===== src/rtl/serial_word_tx_if.sv =====
// Handshake and serial-line bundle for serial_word_tx.
//   din      parallel word offered by the producer
//   load     word-valid request from the producer
//   ready    transmitter can take a word this cycle
//   x        serial bit stream toward the sequence recognizer
//   x_valid  x carries a data (or parity) bit
//   done     final bit of the current word is on x
// master: word producer / line observer.  slave: the transmitter.
interface serial_word_tx_if #(
    parameter int WIDTH = 8
);
    logic [WIDTH-1:0] din;
    logic             load;
    logic             ready;
    logic             x;
    logic             x_valid;
    logic             done;

    modport master (
        output din, load,
        input  ready, x, x_valid, done
    );

    modport slave (
        input  din, load,
        output ready, x, x_valid, done
    );
endinterface


===== src/rtl/serial_word_tx.sv =====
// serial_word_tx: parallel-to-serial stage feeding a bit-level recognizer.
// Accepts WIDTH-bit words on a valid/ready handshake and shifts them out one
// bit per clock on bus.x; back-to-back words leave no gap on the line.
//
// Ports:
//   clk    system clock, rising edge
//   reset  asynchronous active-low reset
//   bus    serial_word_tx_if.slave (din, load, ready, x, x_valid, done)
//
// Parameters:
//   WIDTH      data word width, 2..32
//   MSB_FIRST  1: din[WIDTH-1] goes out first; 0: din[0] goes out first
//
// Optional feature macro: SERIAL_WORD_TX_PARITY_EN
//   When defined, an even-parity bit (XOR of the captured word) follows the
//   data bits and done/ready move to that cycle.
//
// state | meaning
// IDLE  | line quiet, waiting for a word
// SHIFT | one frame bit on x per cycle, cnt = index of the bit on x
module serial_word_tx #(
    parameter int WIDTH     = 8,
    parameter int MSB_FIRST = 1
) (
    input  logic             clk,
    input  logic             reset,
    serial_word_tx_if.slave  bus
);

    localparam int CW = $clog2(WIDTH + 1);
`ifdef SERIAL_WORD_TX_PARITY_EN
    localparam int L = WIDTH + 1;
`else
    localparam int L = WIDTH;
`endif
    localparam logic [CW-1:0] LAST = CW'(L - 1);

    typedef enum logic {
        IDLE,
        SHIFT
    } state_t;

    state_t           state, state_nxt;
    logic [WIDTH-1:0] shreg, shreg_nxt;
    logic [CW-1:0]    cnt, cnt_nxt;
    logic             last;
    logic             accept;
    logic             data_bit;

`ifdef SERIAL_WORD_TX_PARITY_EN
    logic par, par_nxt;
`endif

    // The last-bit cycle doubles as an accept slot so the next word follows
    // without an idle gap.
    assign last     = (state == SHIFT) && (cnt == LAST);
    assign accept   = bus.load && bus.ready;
    assign data_bit = (MSB_FIRST != 0) ? shreg[WIDTH-1] : shreg[0];

    always_ff @(posedge clk or negedge reset) begin
        if (!reset) begin
            state <= IDLE;
            shreg <= '0;
            cnt   <= '0;
`ifdef SERIAL_WORD_TX_PARITY_EN
            par   <= 1'b0;
`endif
        end else begin
            state <= state_nxt;
            shreg <= shreg_nxt;
            cnt   <= cnt_nxt;
`ifdef SERIAL_WORD_TX_PARITY_EN
            par   <= par_nxt;
`endif
        end
    end

    always_comb begin
        state_nxt   = state;
        shreg_nxt   = shreg;
        cnt_nxt     = cnt;
`ifdef SERIAL_WORD_TX_PARITY_EN
        par_nxt     = par;
`endif
        bus.ready   = (state == IDLE) || last;
        bus.x       = 1'b0;
        bus.x_valid = 1'b0;
        bus.done    = 1'b0;

        case (state)
            IDLE: begin
                if (accept) begin
                    state_nxt = SHIFT;
                    shreg_nxt = bus.din;
                    cnt_nxt   = '0;
`ifdef SERIAL_WORD_TX_PARITY_EN
                    par_nxt   = ^bus.din;
`endif
                end
            end
            SHIFT: begin
                bus.x_valid = 1'b1;
                bus.x       = data_bit;
`ifdef SERIAL_WORD_TX_PARITY_EN
                // Data bits are exhausted; the extra cycle carries parity.
                if (cnt == CW'(WIDTH)) begin
                    bus.x = par;
                end
`endif
                bus.done = last;
                if (last) begin
                    cnt_nxt = '0;
                    if (accept) begin
                        shreg_nxt = bus.din;
`ifdef SERIAL_WORD_TX_PARITY_EN
                        par_nxt   = ^bus.din;
`endif
                    end else begin
                        state_nxt = IDLE;
                        shreg_nxt = '0;
                    end
                end else begin
                    cnt_nxt = cnt + CW'(1);
                    if (MSB_FIRST != 0) begin
                        shreg_nxt = {shreg[WIDTH-2:0], 1'b0};
                    end else begin
                        shreg_nxt = {1'b0, shreg[WIDTH-1:1]};
                    end
                end
            end
            default: begin
                state_nxt = IDLE;
            end
        endcase
    end

endmodule

===== src/flat_wrapper.sv =====
// flat-port wrapper written by rule: the top's interface ports become plain ports
module serial_word_tx_flat 
#(
    parameter int WIDTH     = 8,
    parameter int MSB_FIRST = 1
)
  (clk, reset, bus_din, bus_load, bus_ready, bus_x, bus_x_valid, bus_done);
  serial_word_tx_if #(.WIDTH(WIDTH)) bus_i ();
  input  logic clk;
  input  logic reset;
  input wire logic [$bits(bus_i.din)-1:0] bus_din;
  input wire logic [$bits(bus_i.load)-1:0] bus_load;
  output wire logic [$bits(bus_i.ready)-1:0] bus_ready;
  output wire logic [$bits(bus_i.x)-1:0] bus_x;
  output wire logic [$bits(bus_i.x_valid)-1:0] bus_x_valid;
  output wire logic [$bits(bus_i.done)-1:0] bus_done;
  assign bus_i.din = bus_din;
  assign bus_i.load = bus_load;
  assign bus_ready = bus_i.ready;
  assign bus_x = bus_i.x;
  assign bus_x_valid = bus_i.x_valid;
  assign bus_done = bus_i.done;
  serial_word_tx #(.WIDTH(WIDTH), .MSB_FIRST(MSB_FIRST)) u_core (.clk(clk), .reset(reset), .bus(bus_i));
endmodule

===== config.mk =====
export PLATFORM = sky130hd
export DESIGN_NAME = serial_word_tx_flat
export DESIGN_NICKNAME = d
export VERILOG_FILES = /design/src/rtl/serial_word_tx_if.sv /design/src/rtl/serial_word_tx.sv /design/src/flat_wrapper.sv
export SDC_FILE = /design/constraint.sdc
export NUM_CORES = 1
export LEC_CHECK = 0
export BUFFER_PORTS_ARGS = -buffer_cell sky130_fd_sc_hd__buf_2
export CAP_MARGIN = 10
export CORE_MARGIN = 2
export CORE_UTILIZATION = 50
export DETAILED_ROUTE_END_ITERATION = 16
export GPL_TIMING_DRIVEN = 1
export PLACE_DENSITY = 0.74
export SLEW_MARGIN = 40
export SYNTH_ARGS = -nofsm -noshare
export SYNTH_HDL_FRONTEND = slang
export SYNTH_SLANG_ARGS = --single-unit

===== constraint.sdc =====
create_clock -name clk -period 1.7 [get_ports clk]
set_input_delay 0.085 -clock clk [delete_from_list [all_inputs] [get_ports clk]]
set_output_delay 0.085 -clock clk [all_outputs]
set_load 0.01 [all_outputs]

==> metrics.cfg <==
[run_status]
status = finished, final reports clean

[route]
routedWlPerCell_um = 14.4
route.met3.wl_um = 80
wirelength_met1_um = 593
remaining_drc_errors = 0
routed-via-count = 559
viasPerCell = 5.88
dr.pass1.iters = 4
drtIter0Drc = 9
topRoutingLayerUsed = met4
drtAntennaViolNets = 0
wl_met2_um = 684
wl_um = 1370

[timing]
rsz0062_at_grt = false
fin_crit_sh_pct = 89.3
fmax_ghz = 0.659
setup_viol = 0
finalHoldViolations = 0
maxSlewViolCount = 0
setup_slack_ns = 0.183
hold_ws_ns = 0.0629
finClkSkew_ns = 0.000461
tns_ns = 0
slew_headroom_pct = 80.8
fin_crit_ns = 1.52
tightest_slew_ns = 0.288

[place]
port-buffer-count = 14
placed_cell_area_um2 = 763
gp_congestion = 0.712
place_ws_ns = 0.278

[yosys]
syn_area_um2 = 679
synth_cells = 62
ys_ff_latch = 13
synthFlopType = dfrtp_1
synth_top_area_share_pct = 47.9
synth_edf_count = 0
avgSynthCellArea_um2 = 11.0
async_flop_share_pct = 100
synth_area_leaders = dfrtp_1, mux2i_1, a221o_1
post-synth-top-count-cell = dfrtp_1
yosysTopAreaCell = dfrtp_1
yosys_warnings = 0
yosysSeqAreaShare_pct = 47.9
synth.distinct_cells = 22
yosys-top-cells-count = dfrtp_1, nor2_1, mux2i_1
synth_fp_nets = 74

[cts]
postCtsSetupBuffers = 0
clockRootBuffer = clkbuf_4
cts_hold_buf = 1
clock_path_buffers = 2
numCtsBuffers = 3
cts_resized = 0
cts.sinks = 13
clk_latency_ns = 0.26
cts_tree = built
clk_pin_slew_worst_paths_ns = 0.08
htree_levels = 1

[run]
maxCapViolations = 0

[finish]
final_area_um2 = 800
drive_gt1_share_pct = 28.7
diodes = 0
nNetsFinal = 93
synthToLayoutAreaGrowth_pct = 17.7
final_core_util_pct = 62.2

[power]
p_leak_nw = 0.425
powerDensity_nw_per_um2 = 1500
peakVddDrop_mv = 0.900

[hold_path]
min_path_type = primary input to flop

[global_routing]
grt-ovfl-total = 0
grt_max_degree = 14
antenna_found_initial = 0
grt_pass1_wl_um = 2240
grt_pass1_vias = 522
grt_usage_pct = 20.7

[worst_setup_path]
crit_fanout = 9
critPathCaptureType = output pin
reg2reg_slack_ns = 0.28
critPathRequiredTime_ns = 1.62
arrival_ns = 1.43
path_class = flop to output pin
start_kind = flop

[floorplanning]
die_x_um = 40.9
die_h_um = 40.9
core_um2 = 1280
initial_core_util_pct = 52.9
design.die.area_um2 = 1670
boundaryPins = 15
rows = 13

==> final timing paths <==
check                           startpoint               to  cells after the start
setup / recovery             u_core.cnt[0]        bus_ready                      5
hold / removal                  bus_din[6]  u_core.shreg[6]                      2
setup reg to reg             u_core.cnt[0]  u_core.shreg[2]                      4
hold reg to reg            u_core.shreg[5]  u_core.shreg[6]                      1
max in group asynchronous            reset  u_core.shreg[7]                      2
min in group asynchronous            reset    u_core.cnt[0]                      2
==> worst max-delay path, stage by stage (launching register included) <==
cell,delay (ns)
dfrtp_1,0.41
ha_1,0.27
nand3b_4,0.11
and2_4,0.20
inv_1,0.04
buf_2,0.13
==> sequential cells by signal, summed over array words and instances (netlist names) <==
signal,flops
u_core.state,1
u_core.shreg,8
u_core.cnt,4
==> logic make-up (layout without fill, tap and decap cells) <==
logic type,Yosys count,count (layout),synth area share (%)
mux,8,8,11.8
flops,13,13,47.9
buf+inv,6,24,4.60
fa+ha+maj,1,1,1.84
compound gates,11,11,14.9
xor+xnor,1,1,1.29
simple gates,22,22,17.7
==> power by group <==
group	switching [mW]	internal [mW]	leakage, nW	total (mW)
sequential	0.0973	0.425	0.165	0.523
clock	0.0988	0.0906	0.0150	0.189
combinational	0.221	0.269	0.245	0.490
total	0.417	0.785	0.425	1.20
==> layer usage <==
metal	global-route usage [%]	vias to the layer above
li1	-	263
met1	27.9	279
met2	33.2	15
met3	3.26	2
met4	7.50	0
met5	0	-
==> layout by cell type (no fill, tap or decap) <==
| master | instances |
|---|---|
| buf_4 | 2 |
| nor2_1 | 11 |
| o2bb2ai_1 | 1 |
| and2_1 | 1 |
| nand3b_4 | 1 |
| clkbuf_1 | 1 |
| ha_1 | 1 |
| nand2_1 | 2 |
| nand3b_1 | 1 |
| inv_1 | 3 |
| xnor2_1 | 1 |
| a22o_1 | 1 |
| nand3_1 | 3 |
| a31o_2 | 1 |
| a221o_1 | 7 |
| buf_2 | 14 |
| or2_2 | 1 |
| o21ai_0 | 1 |
| dlygate4sd3_1 | 1 |
| mux2i_1 | 8 |
| dfrtp_1 | 13 |
| or4_1 | 1 |
| and2_4 | 1 |
| clkbuf_4 | 3 |
==> metrics by stage <==
stage               power (mW)  cells
global placement          1.00     90
CTS                       1.22     95
global route              1.30     95
finish                    1.20     95
floorplan                0.904     62
detailed placement        1.02     90
==> final cells by class <==
class | count | area, µm²
fillers | 114 | 485
flip-flops and latches | 13 | 325
well taps | 15 | 18.8
clock buffers | 4 | 26.3
inverters | 3 | 11.3
repair buffers | 17 | 95.1
multi-input cells | 43 | 323
No activity file was read; power rests on OpenSTA's default activity.
